[src/rtl/snake_step_ctrl.sv]
// snake_step_ctrl: game sequencer for the 1-D snake on the LED ring.
module snake_step_ctrl #(
    parameter int N_CELLS     = 10,
    parameter int IDX_W       = 4,
    parameter int START_POS   = 0,
    parameter int FOOD_STRIDE = 3
) (
    input  logic               CLK1_50,
    input  logic               CLR,
    input  logic               tick,
    input  logic               start,
    input  logic               dir_left,
    input  logic               dir_right,
    output logic [N_CELLS-1:0] led,
    output logic [IDX_W-1:0]   head_idx,
    output logic [IDX_W:0]     snake_len,
    output logic [7:0]         score,
    output logic               game_over,
    output logic               game_win
);
    localparam int W1 = IDX_W + 1;
    localparam logic [IDX_W-1:0]   ONE_I   = 1;
    localparam logic [W1-1:0]      ONE_L   = 1;
    localparam logic [IDX_W-1:0]   LAST    = IDX_W'(N_CELLS - 1);
    localparam logic [IDX_W-1:0]   START_I = IDX_W'(START_POS);
    localparam logic [IDX_W-1:0]   CAND0   = IDX_W'((START_POS + FOOD_STRIDE) % N_CELLS);
    localparam logic [N_CELLS-1:0] ONE_M   = 1;
    localparam logic [N_CELLS-1:0] START_M = ONE_M << START_POS;

    typedef enum logic [2:0] {S_IDLE, S_PLACE, S_RUN, S_OVER, S_WIN} state_t;

    state_t             state_q, state_d;
    logic [IDX_W-1:0]   head_q, head_d, prev_food_q, prev_food_d, cand_q, cand_d;
    logic [W1-1:0]      len_q, len_d;
    logic               dir_q, dir_d, pdir_q, pdir_d, tick_pend_q, tick_pend_d;
    logic [N_CELLS-1:0] body_q, body_d, food_q, food_d;
    logic [7:0]         score_q, score_d;
    logic [IDX_W-1:0]   nxt, tail;
    logic [N_CELLS-1:0] next_m, tail_m, cand_m;

    function automatic logic [IDX_W-1:0] wrap(input logic [W1-1:0] s);
        return (s >= W1'(N_CELLS)) ? IDX_W'(s - W1'(N_CELLS)) : IDX_W'(s);
    endfunction

    function automatic logic [IDX_W-1:0] step(input logic [IDX_W-1:0] i, input logic up);
        return up ? ((i == LAST) ? '0 : i + ONE_I) : ((i == '0) ? LAST : i - ONE_I);
    endfunction

    // body lies behind the head along the direction it was laid down in (dir_q)
    assign nxt    = step(head_q, pdir_q);
    assign tail   = dir_q ? wrap({1'b0, head_q} + W1'(N_CELLS) - len_q + ONE_L)
                          : wrap({1'b0, head_q} + len_q - ONE_L);
    assign next_m = ONE_M << nxt;
    assign tail_m = ONE_M << tail;
    assign cand_m = ONE_M << cand_q;

    always_comb begin
        state_d     = state_q;
        head_d      = head_q;
        len_d       = len_q;
        dir_d       = dir_q;
        pdir_d      = pdir_q;
        prev_food_d = prev_food_q;
        cand_d      = cand_q;
        food_d      = food_q;
        body_d      = body_q;
        score_d     = score_q;
        tick_pend_d = tick_pend_q;
        if ((state_q == S_PLACE || state_q == S_RUN) && (dir_left ^ dir_right))
            pdir_d = dir_right;
        if ((state_q == S_IDLE || state_q == S_OVER || state_q == S_WIN) && start) begin
            state_d     = S_PLACE;
            head_d      = START_I;
            len_d       = ONE_L;
            dir_d       = 1'b1;
            pdir_d      = 1'b1;
            prev_food_d = START_I;
            cand_d      = CAND0;
            food_d      = '0;
            body_d      = START_M;
            score_d     = '0;
            tick_pend_d = 1'b0;
        end else if (state_q == S_PLACE) begin
            tick_pend_d = tick_pend_q | tick;
            if (~|(body_q & cand_m)) begin
                food_d      = cand_m;
                prev_food_d = cand_q;
                state_d     = S_RUN;
            end else begin
                cand_d = step(cand_q, 1'b1);
            end
        end else if (state_q == S_RUN && (tick || tick_pend_q)) begin
            tick_pend_d = 1'b0;
            if (|(body_q & next_m)) begin
                state_d = S_OVER;
            end else begin
                dir_d  = pdir_q;
                head_d = nxt;
                if (|(food_q & next_m)) begin
                    body_d  = body_q | next_m;
                    len_d   = len_q + ONE_L;
                    score_d = (score_q == 8'hFF) ? score_q : score_q + 8'd1;
                    food_d  = '0;
                    cand_d  = wrap({1'b0, prev_food_q} + W1'(FOOD_STRIDE));
                    state_d = (len_q + ONE_L == W1'(N_CELLS)) ? S_WIN : S_PLACE;
                end else begin
                    body_d = (body_q & ~tail_m) | next_m;
                end
            end
        end
    end

    always_ff @(posedge CLK1_50) begin
        if (CLR) begin
            state_q     <= S_IDLE;
            head_q      <= START_I;
            len_q       <= ONE_L;
            dir_q       <= 1'b1;
            pdir_q      <= 1'b1;
            prev_food_q <= START_I;
            cand_q      <= CAND0;
            food_q      <= '0;
            body_q      <= START_M;
            score_q     <= '0;
            tick_pend_q <= 1'b0;
        end else begin
            state_q     <= state_d;
            head_q      <= head_d;
            len_q       <= len_d;
            dir_q       <= dir_d;
            pdir_q      <= pdir_d;
            prev_food_q <= prev_food_d;
            cand_q      <= cand_d;
            food_q      <= food_d;
            body_q      <= body_d;
            score_q     <= score_d;
            tick_pend_q <= tick_pend_d;
        end
    end

    assign led       = body_q | food_q;
    assign head_idx  = head_q;
    assign snake_len = len_q;
    assign score     = score_q;
    assign game_over = (state_q == S_OVER);
    assign game_win  = (state_q == S_WIN);
endmodule

[config.mk]
export PLATFORM = sky130hd
export DESIGN_NAME = snake_step_ctrl
export DESIGN_NICKNAME = d
export VERILOG_FILES = /design/src/rtl/snake_step_ctrl.sv
export SDC_FILE = /design/constraint.sdc
export NUM_CORES = 1
export LEC_CHECK = 0
export BUFFER_PORTS_ARGS = -buffer_cell sky130_fd_sc_hd__buf_4
export CORE_AREA = 8 8 137 139
export DETAILED_ROUTE_END_ITERATION = 8
export DIE_AREA = 0 0 145 147
export GPL_TIMING_DRIVEN = 0
export HOLD_SLACK_MARGIN = 0.15
export PLACE_DENSITY = 0.48
export SYNTH_ARGS = -nofsm -noshare
export SYNTH_HDL_FRONTEND = slang
export SYNTH_SLANG_ARGS = --single-unit
[constraint.sdc]
create_clock -name CLK1_50 -period 7.9 [get_ports CLK1_50]
set_input_delay 1.185 -clock CLK1_50 [delete_from_list [all_inputs] [get_ports CLK1_50]]
set_output_delay 1.185 -clock CLK1_50 [all_outputs]
set_load 0.01 [all_outputs]
# After elaboration in Yosys (flattened, before gate mapping)
# Cells that the tools add are included.
[totals]
regBits = 51
inputBits = 6
out_inout_bits = 29
word_cells = 112
[classes]
add_sub_neg = 14
order_cmp = 3
eq_ne = 12
n_shift = 3
n_mux = 28
bitwise_logic = 14
n_reduce_logical = 26
[op_table]
columns = ["cell", "n"]
rows = [
  ["$mux 10", 6],
  ["$mux 4", 13],
  ["$and 10x10->10", 4],
  ["$or 10x10->10", 3],
  ["$reduce_or 10->1", 3],
  ["$shl 1x4->10 const A", 3],
  ["$mux 3", 6],
  ["$ge 5x4->1 const B", 3],
  ["$reduce_and 4->1", 3],
  ["$sub 4x4->4 const B", 3],
  ["$add 5x1->5 const B", 2],
  ["$not 10->10", 1],
  ["$reduce_and 3->1", 3],
  ["$add 4x1->4 const B", 2],
  ["$add 8x1->8 const B", 1],
  ["$eq 4x4->1 const B", 2],
  ["$eq 8x8->1 const B", 1],
  ["$eq 3x2->1 const B", 2],
  ["$reduce_bool 3->1", 2],
  ["$add 4x2->5 const B", 1],
  ["$add 4x4->5 const B", 1],
  ["$add 4x5->5", 1],
  ["$eq 5x4->1 const B", 1],
  ["$reduce_and 5->1", 1],
  ["other kinds (20)", 32],
]

# Longest topological paths before layout
[depth]
ltp_word = 11
ltp_mapped = 15
ltp_nobuf = 13

# Worst setup path before layout
# OpenSTA, ideal clock, no wires.
[synth_timing]
path_kind = "flip-flop to flip-flop"
startpoint = "register head_q[1] (netlist: head_idx[1])"
endpoint = "register body_q[8]"
setup_time_ps = 132
t_arrival_ps = 3590
required_ps = 7768
setup_slack_ps = 4178
stages_incl_launch_ff = 16
n_path_buf = 2
synth_period_minus_slack_ps = 3722
path_cell_list = "dfxtp_1 buf_6 buf_2 inv_1 ha_1 inv_1 ha_1 fa_1 inv_1 ha_1 a21boi_0 o311a_1 nor4_1 inv_1 o41ai_1 a21oi_1"
[synth_between]
elab_chain_cells = 11
word_cells_on_any_way = 32
cone_classes = "add/sub (9); order compare (2); eq/ne (1); shift (2); mux (7); bitwise (7); reduce/logical (4)"
[synth_lines]
columns = ["element", "line", "source"]
rows = [
  ["start, declared", "33", "logic [IDX_W-1:0] head_q, head_d, prev_food_q, prev_food_d, cand_q, cand_d;"],
  ["start signal, assigned", "116", "head_q <= START_I;"],
  ["start signal, assigned", "128", "head_q <= head_d;"],
  ["$add 4x4->5", "51", "assign tail = dir_q ? wrap({1'b0, head_q} + W1'(N_CELLS) - len_q + ONE_L)"],
  ["$sub 5x5->5", "51", ""],
  ["$add 5x1->5", "51", ""],
  ["$sub 4x4->4 / $ge 5x4->1 (equally long branches)", "42", "return (s >= W1'(N_CELLS)) ? IDX_W'(s - W1'(N_CELLS)) : IDX_W'(s);"],
  ["$mux 4", "42", ""],
  ["$mux 4", "51", ""],
  ["$shl 1x4->10", "54", "assign tail_m = ONE_M << tail;"],
  ["$not 10->10", "107", "body_d = (body_q & ~tail_m) | next_m;"],
  ["$and 10x10->10", "107", ""],
  ["$or 10x10->10", "107", ""],
  ["$mux 10", "99", "if (|(food_q & next_m)) begin"],
  ["end signal, assigned", "135", "body_q <= body_d;"],
  ["end, declared", "36", "logic [N_CELLS-1:0] body_q, body_d, food_q, food_d;"],
]
# Parallel ways exist; a longest one is shown, timed or not.
# A chain may end at the register's enable or synchronous reset.

# Worst setup path after layout
# Same ends and word-level chain as after synthesis.

==> flow_results.xml <==
<?xml version="1.0" encoding="UTF-8"?>
<metrics>
  <group name="run_status">
    <metric name="outcome" unit="">complete, no violations</metric>
  </group>
  <group name="yosys">
    <metric name="async_flop_share" unit="%">0</metric>
    <metric name="synthFlopType" unit="">sky130_fd_sc_hd__dfxtp_1</metric>
    <metric name="synth_area" unit="um^2">4030</metric>
    <metric name="number_of_flip_flops_and_latches_in_the_synthesized_netlist" unit="">51</metric>
    <metric name="ys_types" unit="">73</metric>
    <metric name="post-synth-top-area-fraction" unit="%">25.3</metric>
    <metric name="synthesis.area_per_instance" unit="um^2">7.83</metric>
    <metric name="synth-edff-count" unit="">0</metric>
    <metric name="seq_area_frac_synth" unit="%">25.3</metric>
    <metric name="syn_nets" unit="">547</metric>
    <metric name="post-synth-top-area-cell" unit="">sky130_fd_sc_hd__dfxtp_1</metric>
    <metric name="synthesis.yosys.warnings" unit="">0</metric>
    <metric name="postSynthCellCount" unit="">515</metric>
    <metric name="top_post_synthesis_cells_by_area" unit="">sky130_fd_sc_hd__dfxtp_1 (25%), sky130_fd_sc_hd__ha_1 (7.4%), sky130_fd_sc_hd__nand2_1 (4.7%)</metric>
    <metric name="post_synth_most_frequent_cells" unit="">sky130_fd_sc_hd__dfxtp_1 (51), sky130_fd_sc_hd__nand2_1 (51), sky130_fd_sc_hd__nor2_1 (42), sky130_fd_sc_hd__a21oi_1 (37), sky130_fd_sc_hd__inv_1 (33)</metric>
  </group>
  <group name="sta">
    <metric name="maxClockFrequency" unit="MHz">220</metric>
    <metric name="grt_setup_unrepaired" unit="">no</metric>
    <metric name="timing_hold_violations_final" unit="">0</metric>
    <metric name="slew-limit-headroom" unit="%">30.7</metric>
    <metric name="final.setup_skew" unit="ns">0.00736</metric>
    <metric name="slew_viols_final" unit="">0</metric>
    <metric name="tns" unit="ns">0</metric>
    <metric name="worst_hold_slack" unit="ns">0.480</metric>
    <metric name="timing.final.ws_setup" unit="ns">3.35</metric>
    <metric name="finalSetupViolCount" unit="">0</metric>
    <metric name="tightestPinTransition" unit="ns">1.03</metric>
    <metric name="final_period_minus_worst_setup_slack" unit="ns">4.55</metric>
    <metric name="finalCritPeriodShare" unit="%">57.6</metric>
  </group>
  <group name="worst_setup_path">
    <metric name="critical_path.most_common_cell" unit="">sky130_fd_sc_hd__inv_1</metric>
    <metric name="timing.critical_path.max_delay_family" unit="">adder cells</metric>
    <metric name="setup.worst_path.start_class" unit="">register</metric>
    <metric name="critical_path_required" unit="ns">8.06</metric>
    <metric name="worst-path-buf-inv" unit="">6</metric>
    <metric name="critical_path_cell_count" unit="">15</metric>
    <metric name="crit_path_end_kind" unit="">register</metric>
    <metric name="worst_setup_path_endpoint" unit="">body_q[8]</metric>
    <metric name="timing.reg2reg.setup_slack" unit="ns">3.35</metric>
    <metric name="critical_path_arrival" unit="ns">4.71</metric>
    <metric name="crit_chain" unit="">buf_6, buf_2, inv_1, ha_1, inv_1, ha_1, fa_1, inv_1, ha_1, a21boi_0, nor4_1, nor4_1, inv_1, o41ai_1, a21oi_1</metric>
    <metric name="worstSetupPathType" unit="">register to register</metric>
    <metric name="launching_instance_or_port_of_the_critical_path" unit="">head_idx[1]</metric>
    <metric name="cp_max_fo" unit="">10</metric>
    <metric name="critical-path-max-stage-delay" unit="ns">0.77</metric>
    <metric name="worstReg2RegEnd" unit="">body_q[8]</metric>
    <metric name="worst_path_max_delay_cell" unit="">sky130_fd_sc_hd__nor4_1</metric>
    <metric name="reg2reg_from" unit="">head_idx[1]</metric>
    <metric name="reg2reg_path_depth" unit="">15</metric>
  </group>
  <group name="detailed_routing">
    <metric name="detail_route.vias_per_cell" unit="">5.19</metric>
    <metric name="vias" unit="">4060</metric>
    <metric name="drt_pre_antenna_iters" unit="">6</metric>
    <metric name="post-route-drc-count" unit="">0</metric>
    <metric name="postRouteAntennaNets" unit="">0</metric>
    <metric name="wl_per_cell" unit="um">17.5</metric>
    <metric name="postRouteWirelength" unit="um">13700</metric>
    <metric name="starting_drc_count_in_detailed_routing" unit="">299</metric>
  </group>
  <group name="global_routing">
    <metric name="wire_length_of_the_first_global_routing_pass" unit="um">21600</metric>
    <metric name="grt-ovfl-total" unit="">0</metric>
    <metric name="grt_start_max_net_pins" unit="">17</metric>
    <metric name="antenna_found_initial" unit="">0</metric>
    <metric name="grt_pass1_vias" unit="">4066</metric>
    <metric name="groute.usage.overall" unit="%">12.4</metric>
  </group>
  <group name="floorplanning">
    <metric name="die-width" unit="um">145</metric>
    <metric name="design.die.area" unit="um^2">21300</metric>
    <metric name="ioPinCount" unit="">35</metric>
    <metric name="std_cell_rows" unit="">48</metric>
    <metric name="fp.coreArea" unit="um^2">16800</metric>
    <metric name="floorplan.initialDensity" unit="%">24.1</metric>
    <metric name="die_extent_in_y" unit="um">147</metric>
  </group>
  <group name="placement">
    <metric name="io_buffers" unit="">34</metric>
    <metric name="detailedPlace.worstSlack" unit="ns">3.39</metric>
    <metric name="place_inst" unit="">774</metric>
    <metric name="placement.cell_area" unit="um^2">4570</metric>
    <metric name="detailedPlacementHpwl" unit="um">10600</metric>
    <metric name="gp_congestion" unit="">0.883</metric>
  </group>
  <group name="cells_and_area">
    <metric name="drive_above_1_share" unit="%">14.0</metric>
    <metric name="nNetsFinal" unit="">588</metric>
    <metric name="n_fill_cell" unit="">1834</metric>
    <metric name="post-route-cell-area" unit="um^2">4710</metric>
    <metric name="finish.cell_count_without_fillers" unit="">782</metric>
    <metric name="areaGrowthSynthToFinish" unit="%">16.9</metric>
    <metric name="post-route-util" unit="%">28.1</metric>
    <metric name="num_antenna_cells" unit="">0</metric>
  </group>
  <group name="clock_tree">
    <metric name="cts_inserted_buffers" unit="">5</metric>
    <metric name="clock_latency" unit="ns">0.30</metric>
    <metric name="clock_tree.htree_level_count" unit="">2</metric>
    <metric name="cts_num_sinks" unit="">51</metric>
    <metric name="cts.clk_slew.worst_paths" unit="ns">0.07</metric>
    <metric name="clk_path_buf_depth" unit="">2</metric>
    <metric name="cts_root_buffer" unit="">sky130_fd_sc_hd__clkbuf_16</metric>
    <metric name="tritoncts" unit="">done</metric>
    <metric name="post_cts_setup_repair_buffer_count" unit="">0</metric>
    <metric name="postCtsHoldBufs" unit="">0</metric>
    <metric name="cts.repair.resized" unit="">0</metric>
  </group>
  <group name="power_and_ir_drop">
    <metric name="leakage_power_of_the_design" unit="nW">1.84</metric>
    <metric name="ir_worst_vdd" unit="mV">0.0737</metric>
    <metric name="fin_total_pwr" unit="mW">0.547</metric>
    <metric name="cellPowerDensity" unit="nW/um^2">116</metric>
  </group>
  <group name="worst_hold_path">
    <metric name="holdCritPathClass" unit="">register to register</metric>
  </group>
  <group name="job">
    <metric name="timing.max_cap.violations" unit="">0</metric>
  </group>
</metrics>
## worst min-delay path by stage
stage	to	slack, ns	depth (start not counted)	from
2_1_floorplan	food_q[0]	0.44	2	food_q[0]
4_1_cts	food_q[6]	0.48	2	food_q[6]
3_5_place_dp	food_q[6]	0.47	2	food_q[6]
3_3_place_gp	food_q[6]	0.46	2	food_q[6]
5_1_grt	food_q[6]	0.49	2	food_q[6]
6_report	food_q[6]	0.48	2	food_q[6]
## layout make-up
class                           count  area [um^2]  share of cell area, %
Sequential cell                    51         1020                   21.7
Clock inverter                      2         16.3                  0.345
Tap cell                          225          282                   5.97
Inverter                           33          124                   2.63
Buffer                             29          161                   3.42
Timing Repair Buffer               34          255                   5.41
Multi-Input combinational cell    402         2730                   57.8
Clock buffer                        6          129                   2.73
## per-layer routing
| metal | wire length (um) | global-route usage (%) | vias to the layer above |
|---|---|---|---|
| met5 | 0 | 0 | - |
| met3 | 750 | 2.31 | 15 |
| li1 | - | - | 1970 |
| met4 | 275 | 4.10 | 0 |
| met2 | 6660 | 21.8 | 123 |
| met1 | 6020 | 14.9 | 1952 |
## registers in the layout, summed over array words and instances, names as in the netlist
register	cells
body_q	10
food_q	10
score	8
snake_len	5
cand_q	4
head_idx	4
prev_food_q	4
state_q	3
dir_q	1
pdir_q	1
tick_pend_q	1
## cell families (layout without fill, tap and decap cells)
| group | Yosys count | in the layout | share of synthesized area (%) |
|---|---|---|---|
| simple gates | 194 | 194 | 25.2 |
| compound gates | 145 | 145 | 25.1 |
| buf+inv | 62 | 104 | 7.07 |
| flops | 51 | 51 | 25.3 |
| fa+ha+maj | 26 | 26 | 8.44 |
| mux | 21 | 21 | 5.37 |
| xor+xnor | 16 | 16 | 3.47 |
## power breakdown
part | switching [mW] | total [mW] | leakage [nW] | internal [mW]
logic | 0.0382 | 0.0568 | 1.36 | 0.0187
clock network | 0.109 | 0.228 | 0.0675 | 0.119
registers | 0.00271 | 0.262 | 0.412 | 0.259
total | 0.149 | 0.547 | 1.84 | 0.397
## placed cells by master, fill, tap and decap left out, drive strengths merged, types with 6 or more instances in the layout
| cell type | netlist | final |
|---|---|---|
| nor3 | 8 | 8 |
| nor4 | 8 | 8 |
| nand3b | 10 | 10 |
| a21oi | 37 | 37 |
| o211ai | 7 | 7 |
| o31ai | 7 | 7 |
| ha | 24 | 24 |
| mux2i | 19 | 19 |
| inv | 33 | 34 |
| o311ai | 8 | 8 |
| or2 | 10 | 10 |
| o41ai | 8 | 8 |
| xor2 | 6 | 6 |
| nor2 | 42 | 42 |
| clkbuf | 13 | 19 |
| dfxtp | 51 | 51 |
| o21ai | 26 | 26 |
| and2 | 6 | 6 |
| xnor2 | 10 | 10 |
| a211oi | 7 | 7 |
| nand2 | 51 | 51 |
| buf | 16 | 50 |
| nor3b | 6 | 6 |
| nand3 | 19 | 19 |
## worst min-delay path, cell delays in order, from the launching register on
cell                      delay, ns
sky130_fd_sc_hd__dfxtp_1       0.32
sky130_fd_sc_hd__nand2_1       0.06
sky130_fd_sc_hd__mux2i_1       0.06
No activity file was read; power rests on OpenSTA's default activity.
